File: config.mk
export PLATFORM = sky130hd
export DESIGN_NAME = regression_seq_ctrl
export DESIGN_NICKNAME = d
export VERILOG_FILES = /design/src/rtl/regression_pkg.sv /design/src/rtl/seq_counter.sv /design/src/rtl/regression_seq_ctrl.sv
export SDC_FILE = /design/constraint.sdc
export NUM_CORES = 1
export LEC_CHECK = 0
export ABC_AREA = 1
export BUFFER_PORTS_ARGS = -buffer_cell sky130_fd_sc_hd__buf_2
export CAP_MARGIN = 20
export CORE_ASPECT_RATIO = 1.1
export CORE_MARGIN = 10
export CORE_UTILIZATION = 45
export CTS_BUF_LIST = sky130_fd_sc_hd__clkbuf_16
export CTS_CLUSTER_DIAMETER = 80
export DETAILED_ROUTE_END_ITERATION = 6
export GPL_TIMING_DRIVEN = 0
export PLACE_DENSITY = 0.78
export SYNTH_ARGS = -nofsm -noshare
export SYNTH_HDL_FRONTEND = slang
export SYNTH_SLANG_ARGS = --single-unit
File: constraint.sdc
create_clock -name clk -period 1.8 [get_ports clk]
set_input_delay 0.36 -clock clk [delete_from_list [all_inputs] [get_ports clk]]
set_output_delay 0.36 -clock clk [all_outputs]
set_load 0.005 [all_outputs]
File: src/rtl/regression_pkg.sv
// rtl/regression_pkg.sv - state encoding and control-word layout for the regression sequencer
package regression_pkg;

    typedef enum logic [4:0] {
        S_IDLE   = 5'd0,
        S_INIT1  = 5'd1,
        S_FETCH1 = 5'd2,
        S_SUMX   = 5'd3,
        S_SUMY   = 5'd4,
        S_DIVX   = 5'd5,
        S_DIVY   = 5'd6,
        S_INIT2  = 5'd7,
        S_FETCH2 = 5'd8,
        S_TEMP   = 5'd9,
        S_SSXX   = 5'd10,
        S_SSXY   = 5'd11,
        S_DIVB1  = 5'd12,
        S_B0     = 5'd13,
        S_ERRF   = 5'd14,
        S_ERR    = 5'd15,
        S_DONE   = 5'd16
    } state_t;

    localparam int INIT_W = 11;
    localparam int LD_W   = 10;
    localparam int SEL_W  = 9;

    // ctl_init = {x,y,xbar,ybar,b1,b0,tmp,cnt,E,Xreg,Yreg}
    localparam int INIT_X    = 10;
    localparam int INIT_Y    = 9;
    localparam int INIT_XBAR = 8;
    localparam int INIT_YBAR = 7;
    localparam int INIT_B1   = 6;
    localparam int INIT_B0   = 5;
    localparam int INIT_TMP  = 4;
    localparam int INIT_CNT  = 3;
    localparam int INIT_E    = 2;

    // ctl_ld = {x,y,xbar,ybar,tmp,b1,b0,E,Xreg,Yreg}
    localparam int LD_X    = 9;
    localparam int LD_Y    = 8;
    localparam int LD_XBAR = 7;
    localparam int LD_YBAR = 6;
    localparam int LD_TMP  = 5;
    localparam int LD_B1   = 4;
    localparam int LD_B0   = 3;
    localparam int LD_E    = 2;
    localparam int LD_XREG = 1;
    localparam int LD_YREG = 0;

    // sel = s8..s0
    localparam logic [SEL_W-1:0] SEL_NONE  = 9'b000000000;
    localparam logic [SEL_W-1:0] SEL_SUMY  = 9'b000000101;
    localparam logic [SEL_W-1:0] SEL_DIVY  = 9'b000001000;
    localparam logic [SEL_W-1:0] SEL_DIVB1 = 9'b000011000;
    localparam logic [SEL_W-1:0] SEL_SSXX  = 9'b110000010;
    localparam logic [SEL_W-1:0] SEL_SSXY  = 9'b111100110;

    function automatic logic is_div(input state_t s);
        return (s == S_DIVX) || (s == S_DIVY) || (s == S_DIVB1);
    endfunction

endpackage

File: src/rtl/seq_counter.sv
// rtl/seq_counter.sv - sample index counter with last-sample compare against the latched count
module seq_counter #(
    parameter int CNT_W = 10
) (
    input  logic             clk,
    input  logic             rst,
    input  logic             clr_i,
    input  logic             inc_i,
    input  logic [CNT_W-1:0] n_lat_i,
    output logic [CNT_W-1:0] cnt_o,
    output logic             last_o
);

    logic [CNT_W-1:0] cnt_q;
    logic [CNT_W-1:0] cnt_d;

    always_comb begin
        cnt_d = cnt_q;
        if (clr_i) begin
            cnt_d = '0;
        end else if (inc_i) begin
            cnt_d = cnt_q + CNT_W'(1);
        end
    end

    always_ff @(posedge clk) begin
        if (!rst) begin
            cnt_q <= '0;
        end else begin
            cnt_q <= cnt_d;
        end
    end

    assign cnt_o  = cnt_q;
    assign last_o = (cnt_q == (n_lat_i - CNT_W'(1)));

endmodule

File: src/rtl/regression_seq_ctrl.sv
// rtl/regression_seq_ctrl.sv - sequencer for the least-squares regression datapath and sample RAM
module regression_seq_ctrl
    import regression_pkg::*;
#(
    parameter int CNT_W       = 10,
    parameter int MAX_SAMPLES = 150
) (
    input  logic              clk,
    input  logic              rst,
    input  logic              start,
    input  logic [CNT_W-1:0]  n_samples,
    input  logic              err_en,
    input  logic              abort,
    input  logic              sample_valid,
    input  logic              div_done,
    output logic [CNT_W-1:0]  addr,
    output logic              mem_rd,
    output logic              div_start,
    output logic              en1,
    output logic              en2,
    output logic [INIT_W-1:0] ctl_init,
    output logic [LD_W-1:0]   ctl_ld,
    output logic [SEL_W-1:0]  sel,
    output logic              ready,
    output logic              busy,
    output logic              done,
    output logic              cfg_err
);

    state_t           state_q;
    state_t           state_d;
    logic [CNT_W-1:0] n_lat_q;
    logic             err_en_q;
    logic             cfg_err_q;
    logic             div_start_q;

    logic             start_ok;
    logic             cnt_last;
    logic             cnt_inc;
    logic             cnt_clr;
    logic             div_fire;

    assign start_ok = (n_samples != '0) && (n_samples <= CNT_W'(MAX_SAMPLES));
    // A divider result arriving together with abort must not be loaded.
    assign div_fire = div_done && !abort;

    seq_counter #(.CNT_W(CNT_W)) u_cnt (
        .clk     (clk),
        .rst     (rst),
        .clr_i   (cnt_clr),
        .inc_i   (cnt_inc && !abort),
        .n_lat_i (n_lat_q),
        .cnt_o   (addr),
        .last_o  (cnt_last)
    );

    always_comb begin
        state_d = state_q;
        case (state_q)
            S_IDLE:   if (start && start_ok) state_d = S_INIT1;
            S_INIT1:  state_d = S_FETCH1;
            S_FETCH1: if (sample_valid) state_d = S_SUMX;
            S_SUMX:   state_d = S_SUMY;
            S_SUMY:   state_d = cnt_last ? S_DIVX : S_FETCH1;
            S_DIVX:   if (div_done) state_d = S_DIVY;
            S_DIVY:   if (div_done) state_d = S_INIT2;
            S_INIT2:  state_d = S_FETCH2;
            S_FETCH2: if (sample_valid) state_d = S_TEMP;
            S_TEMP:   state_d = S_SSXX;
            S_SSXX:   state_d = S_SSXY;
            S_SSXY:   state_d = cnt_last ? S_DIVB1 : S_FETCH2;
            S_DIVB1:  if (div_done) state_d = S_B0;
            S_B0:     state_d = err_en_q ? S_ERRF : S_DONE;
            S_ERRF:   if (sample_valid) state_d = S_ERR;
            S_ERR:    state_d = cnt_last ? S_DONE : S_ERRF;
            S_DONE:   state_d = S_IDLE;
            default:  state_d = S_IDLE;
        endcase
        if (abort) begin
            state_d = S_IDLE;
        end
    end

    always_ff @(posedge clk) begin
        if (!rst) begin
            state_q     <= S_IDLE;
            n_lat_q     <= '0;
            err_en_q    <= 1'b0;
            cfg_err_q   <= 1'b0;
            div_start_q <= 1'b0;
        end else begin
            state_q     <= state_d;
            // Launch the divider once, on the first cycle of each divide state.
            div_start_q <= is_div(state_d) && (state_d != state_q);
            if ((state_q == S_IDLE) && start && !abort) begin
                if (start_ok) begin
                    n_lat_q   <= n_samples;
                    err_en_q  <= err_en;
                    cfg_err_q <= 1'b0;
                end else begin
                    cfg_err_q <= 1'b1;
                end
            end
        end
    end

    always_comb begin
        mem_rd   = 1'b0;
        en1      = 1'b0;
        en2      = 1'b0;
        ctl_init = '0;
        ctl_ld   = '0;
        sel      = SEL_NONE;
        ready    = 1'b0;
        done     = 1'b0;
        cnt_inc  = 1'b0;
        case (state_q)
            S_IDLE: ready = 1'b1;
            S_INIT1: begin
                ctl_init[INIT_X]    = 1'b1;
                ctl_init[INIT_Y]    = 1'b1;
                ctl_init[INIT_XBAR] = 1'b1;
                ctl_init[INIT_YBAR] = 1'b1;
                ctl_init[INIT_B1]   = 1'b1;
                ctl_init[INIT_B0]   = 1'b1;
                ctl_init[INIT_TMP]  = 1'b1;
                ctl_init[INIT_CNT]  = 1'b1;
                ctl_init[INIT_E]    = 1'b1;
            end
            S_FETCH1, S_FETCH2, S_ERRF: mem_rd = !sample_valid;
            S_SUMX: begin
                en1        = 1'b1;
                ctl_ld[LD_X] = 1'b1;
            end
            S_SUMY: begin
                en1          = 1'b1;
                ctl_ld[LD_Y] = 1'b1;
                sel          = SEL_SUMY;
                cnt_inc      = 1'b1;
            end
            S_DIVX: ctl_ld[LD_XBAR] = div_fire;
            S_DIVY: begin
                sel                = SEL_DIVY;
                ctl_ld[LD_YBAR]    = div_fire;
                ctl_init[INIT_CNT] = div_fire;
            end
            S_INIT2: begin
                ctl_init[INIT_X] = 1'b1;
                ctl_init[INIT_Y] = 1'b1;
            end
            S_TEMP: begin
                en1            = 1'b1;
                ctl_ld[LD_TMP] = 1'b1;
            end
            S_SSXX: begin
                en1          = 1'b1;
                ctl_ld[LD_X] = 1'b1;
                sel          = SEL_SSXX;
            end
            S_SSXY: begin
                en1          = 1'b1;
                ctl_ld[LD_Y] = 1'b1;
                sel          = SEL_SSXY;
                cnt_inc      = 1'b1;
            end
            S_DIVB1: begin
                sel           = SEL_DIVB1;
                ctl_ld[LD_B1] = div_fire;
            end
            S_B0: begin
                ctl_ld[LD_B0]      = 1'b1;
                ctl_init[INIT_CNT] = 1'b1;
            end
            S_ERR: begin
                en2          = 1'b1;
                ctl_ld[LD_E] = 1'b1;
                cnt_inc      = 1'b1;
            end
            S_DONE: done = 1'b1;
            default: ;
        endcase
        // X/Y operand registers track the RAM outside idle and the divide/B0 steps.
        if (!((state_q == S_IDLE) || is_div(state_q) || (state_q == S_B0))) begin
            ctl_ld[LD_XREG] = 1'b1;
            ctl_ld[LD_YREG] = 1'b1;
        end
    end

    assign cnt_clr   = ctl_init[INIT_CNT] || abort || (state_q == S_IDLE);
    assign busy      = (state_q != S_IDLE) && (state_q != S_DONE);
    assign cfg_err   = cfg_err_q;
    assign div_start = div_start_q;

endmodule

==> flow_metrics.py <==
metrics = {
    "status": {
        "status": "finished with violations",
        "violations": "negative setup slack",
    },
    "layout": {
        "n_fill_cell": 321,
        "postLayoutCoreUtil_pct": 72.57,
        "nNetsFinal": 460,
        "num_antenna_cells": 0,
        "area_growth_syn_to_layout_pct": 53.57,
        "drive_above_1_share_pct": 44.42,
    },
    "clocking": {
        "cts_tree": "done",
        "cts_root_buf": "clkbuf_16",
        "cts.clk_slew.worst_paths_ns": 0.07,
        "max-clock-path-buffers": 2,
        "htree_levels": 1,
        "cts_made_buffers": 3,
        "clock_latency_ns": 0.26,
        "cts.sinks": 28,
    },
    "die": {
        "ioPinCount": 65,
        "core_um2": 4379,
        "die_x_um": 84.66,
        "rows": 25,
        "die-area_um2": 7715,
        "die_height_um": 91.13,
        "start_util_pct": 47.26,
    },
    "global_route": {
        "track_usage_pct": 15.70,
        "grt_max_degree": 15,
        "first_global_vias": 2434,
        "grt_first_pass_wirelength_um": 10540,
        "antenna_found_initial": 0,
        "overflow": 0,
    },
    "route": {
        "viasPerCell": 5.193,
        "ant_nets": 0,
        "first_pass_iters": 4,
        "avgRoutedWirePerCell_um": 14.68,
        "drc_errors": 0,
        "drt_iter0_markers": 153,
        "vias": 2560,
        "wl_um": 7238,
    },
    "hold_path": {
        "hp-class": "in2reg",
    },
    "placed_design": {
        "gp_congestion": 0.8866,
        "dp_worst_setup_slack_ns": -0.2878,
        "port_buffers": 62,
        "hpwl_um": 4570,
    },
    "sta": {
        "finalCritPeriodShare_pct": 108.3,
        "final_max_slew_viol_count": 0,
        "timing.final.ws_setup_ns": -0.1503,
        "max_freq_mhz": 512.8,
        "fin_crit_ns": 1.950,
        "rsz0062_at_grt": "yes",
        "finalHoldViolCount": 0,
        "clock_skew_ns": 0.002927,
        "setup_viol": 13,
    },
    "power": {
        "leakagePower_nw": 1.677,
        "p_total_mw": 1.325,
        "ir_drop_mv": 0.3708,
        "powerDensity_nw_per_um2": 417.0,
    },
    "critical_path": {
        "critical_path.endpoint_type": "output port",
        "required_ns": 1.44,
        "start_kind": "flop",
        "crit_arrival_ns": 1.59,
        "path_max_fanout": 4,
        "worstSetupPathType": "reg2out",
    },
    "synthesis": {
        "syn-instance-count": 343,
        "synth-seq-cells": 28,
        "synth.avg_cell_area_um2": 6.033,
        "ys_seq_area_share_pct": 27.09,
        "syn-cell-area_um2": 2069,
        "synth-edff-count": 0,
        "ys_types": 31,
        "ys_async_sr_fraction_pct": 0,
        "yosys_warnings": 0,
        "ys.flop_type": "dfxtp_1",
    },
    "flow_run": {
        "maxCapViolations": 0,
    },
}
cell usage in the layout (no fill, tap or decap), types with 2 or more instances in the layout:
cell type	n
nand2_1	67
buf_2	57
inv_1	46
buf_4	32
nor2_1	27
dfxtp_1	21
nand3_1	19
a21oi_1	18
nand2_2	15
nor2_4	14
buf_6	14
inv_2	13
o21ai_1	10
o21ai_0	9
nor3_1	7
nand3_2	6
nor2_2	6
dfxtp_4	5
nand4_1	4
xor2_1	4
inv_6	3
nand2_4	3
nor3_4	3
o21ai_2	3
xnor2_1	3
clkbuf_16	3
buf_12	3
nand2_8	2
inv_4	2
nor3_2	2
nor4_4	2
clkbuf_1	2
o21a_1	2
conb_1	2
dfxtp_2	2
cell type report:
type,count,area (µm²),area share [%]
clock buffer,3,75.07,2.362
tap,54,67.56,2.126
sequential,28,581.8,18.31
multi-input combinational,236,1443,45.39
timing repair buffer,92,621.8,19.57
buffer,16,128.9,4.055
inverter,64,260.3,8.189
metrics by stage:
step                      area [µm²]  hold WS, ns  std cells  TNS [ns]
after global placement          2454       0.4478        460    -1.950
final                           3178       0.3883        493   -0.8980
after global routing            3178       0.4210        493    -3.020
after CTS                       2829       0.3983        479   -0.2531
after detailed placement        2454       0.4473        460    -2.940
after floorplan                 2076       0.4306        344         0
metal layers:
| layer | global-route usage, % | part of all wire [%] | vias to the layer above |
|---|---|---|---|
| li1 | - | - | 1253 |
| met1 | 15.77 | 36 | 1174 |
| met2 | 28.21 | 53 | 111 |
| met3 | 5.362 | 7.7 | 22 |
| met4 | 7.418 | 2.9 | 0 |
| met5 | 0 | 0 | - |
flip-flops by register name, summed over array words and instances, names as in the netlist:
name	flops
cfg_err	1
div_start	1
err_en_q	1
n_lat_q	10
state_q	5
u_cnt.cnt_o	10
critical path, stage by stage, from the launching register on:
cell     delay [ns]
dfxtp_4        0.37
inv_6          0.08
nand2_8        0.07
nor2_4         0.16
nand2_1        0.11
nor2_4         0.21
nor4_4         0.07
buf_4          0.13
buf_6          0.10
cells in the mapped netlist, types with 2 or more instances:
library cell	instances	area share (%)
o21ai_0	21	5.1
inv_2	5	0.91
nand3_2	2	0.97
nand3_1	24	5.8
nor3_1	9	2.2
nand4_1	4	1.2
inv_1	59	11
xor2_1	4	1.7
nor2_1	40	7.3
nand2_1	84	15
xnor2_1	3	1.3
ha_1	2	1.2
buf_4	13	4.7
clkbuf_1	3	0.54
nor3_2	2	0.97
a21oi_1	19	4.6
o21a_1	2	0.73
nand2_2	2	0.60
nor2_2	6	1.8
dfxtp_1	28	27
power breakdown:
part           leakage [nW]  switching, mW  internal [mW]  total, mW
combinational          1.41          0.116         0.0855      0.201
sequential            0.231        0.00599          0.620      0.626
clock                0.0370          0.204          0.295      0.498
what timing repair did:
item,CTS,global route
pin swaps,21,17
setup endpoints to repair,41,47
gates resized for setup,58,72
setup buffers,16,13
gates cloned,0,1
hold buffers,0,0
final timing paths:
check | startpoint | end | slack (ns) | cells past startpoint
max reg2reg | state_q[4] | div_start | -0.13 | 13
min reg2reg | n_lat_q[8] | n_lat_q[8] | 0.47 | 2
max | state_q[4] | ctl_ld[1] | -0.15 | 8
min | n_samples[3] | n_lat_q[3] | 0.39 | 3
cells by family (layout without fill, tap and decap cells):
group	count (synthesis)	in the layout	synth area share [%]
AO/OA/AOI/OAI	46	46	12.15
buffers and inverters	80	175	16.87
other	1	2	0.1812
adder cells (fa/ha/maj)	2	2	1.209
flip-flops	28	28	27.09
XOR/XNOR	7	7	2.963
AND/OR/NAND/NOR	179	179	39.54
No activity file was read; power rests on OpenSTA's default activity.
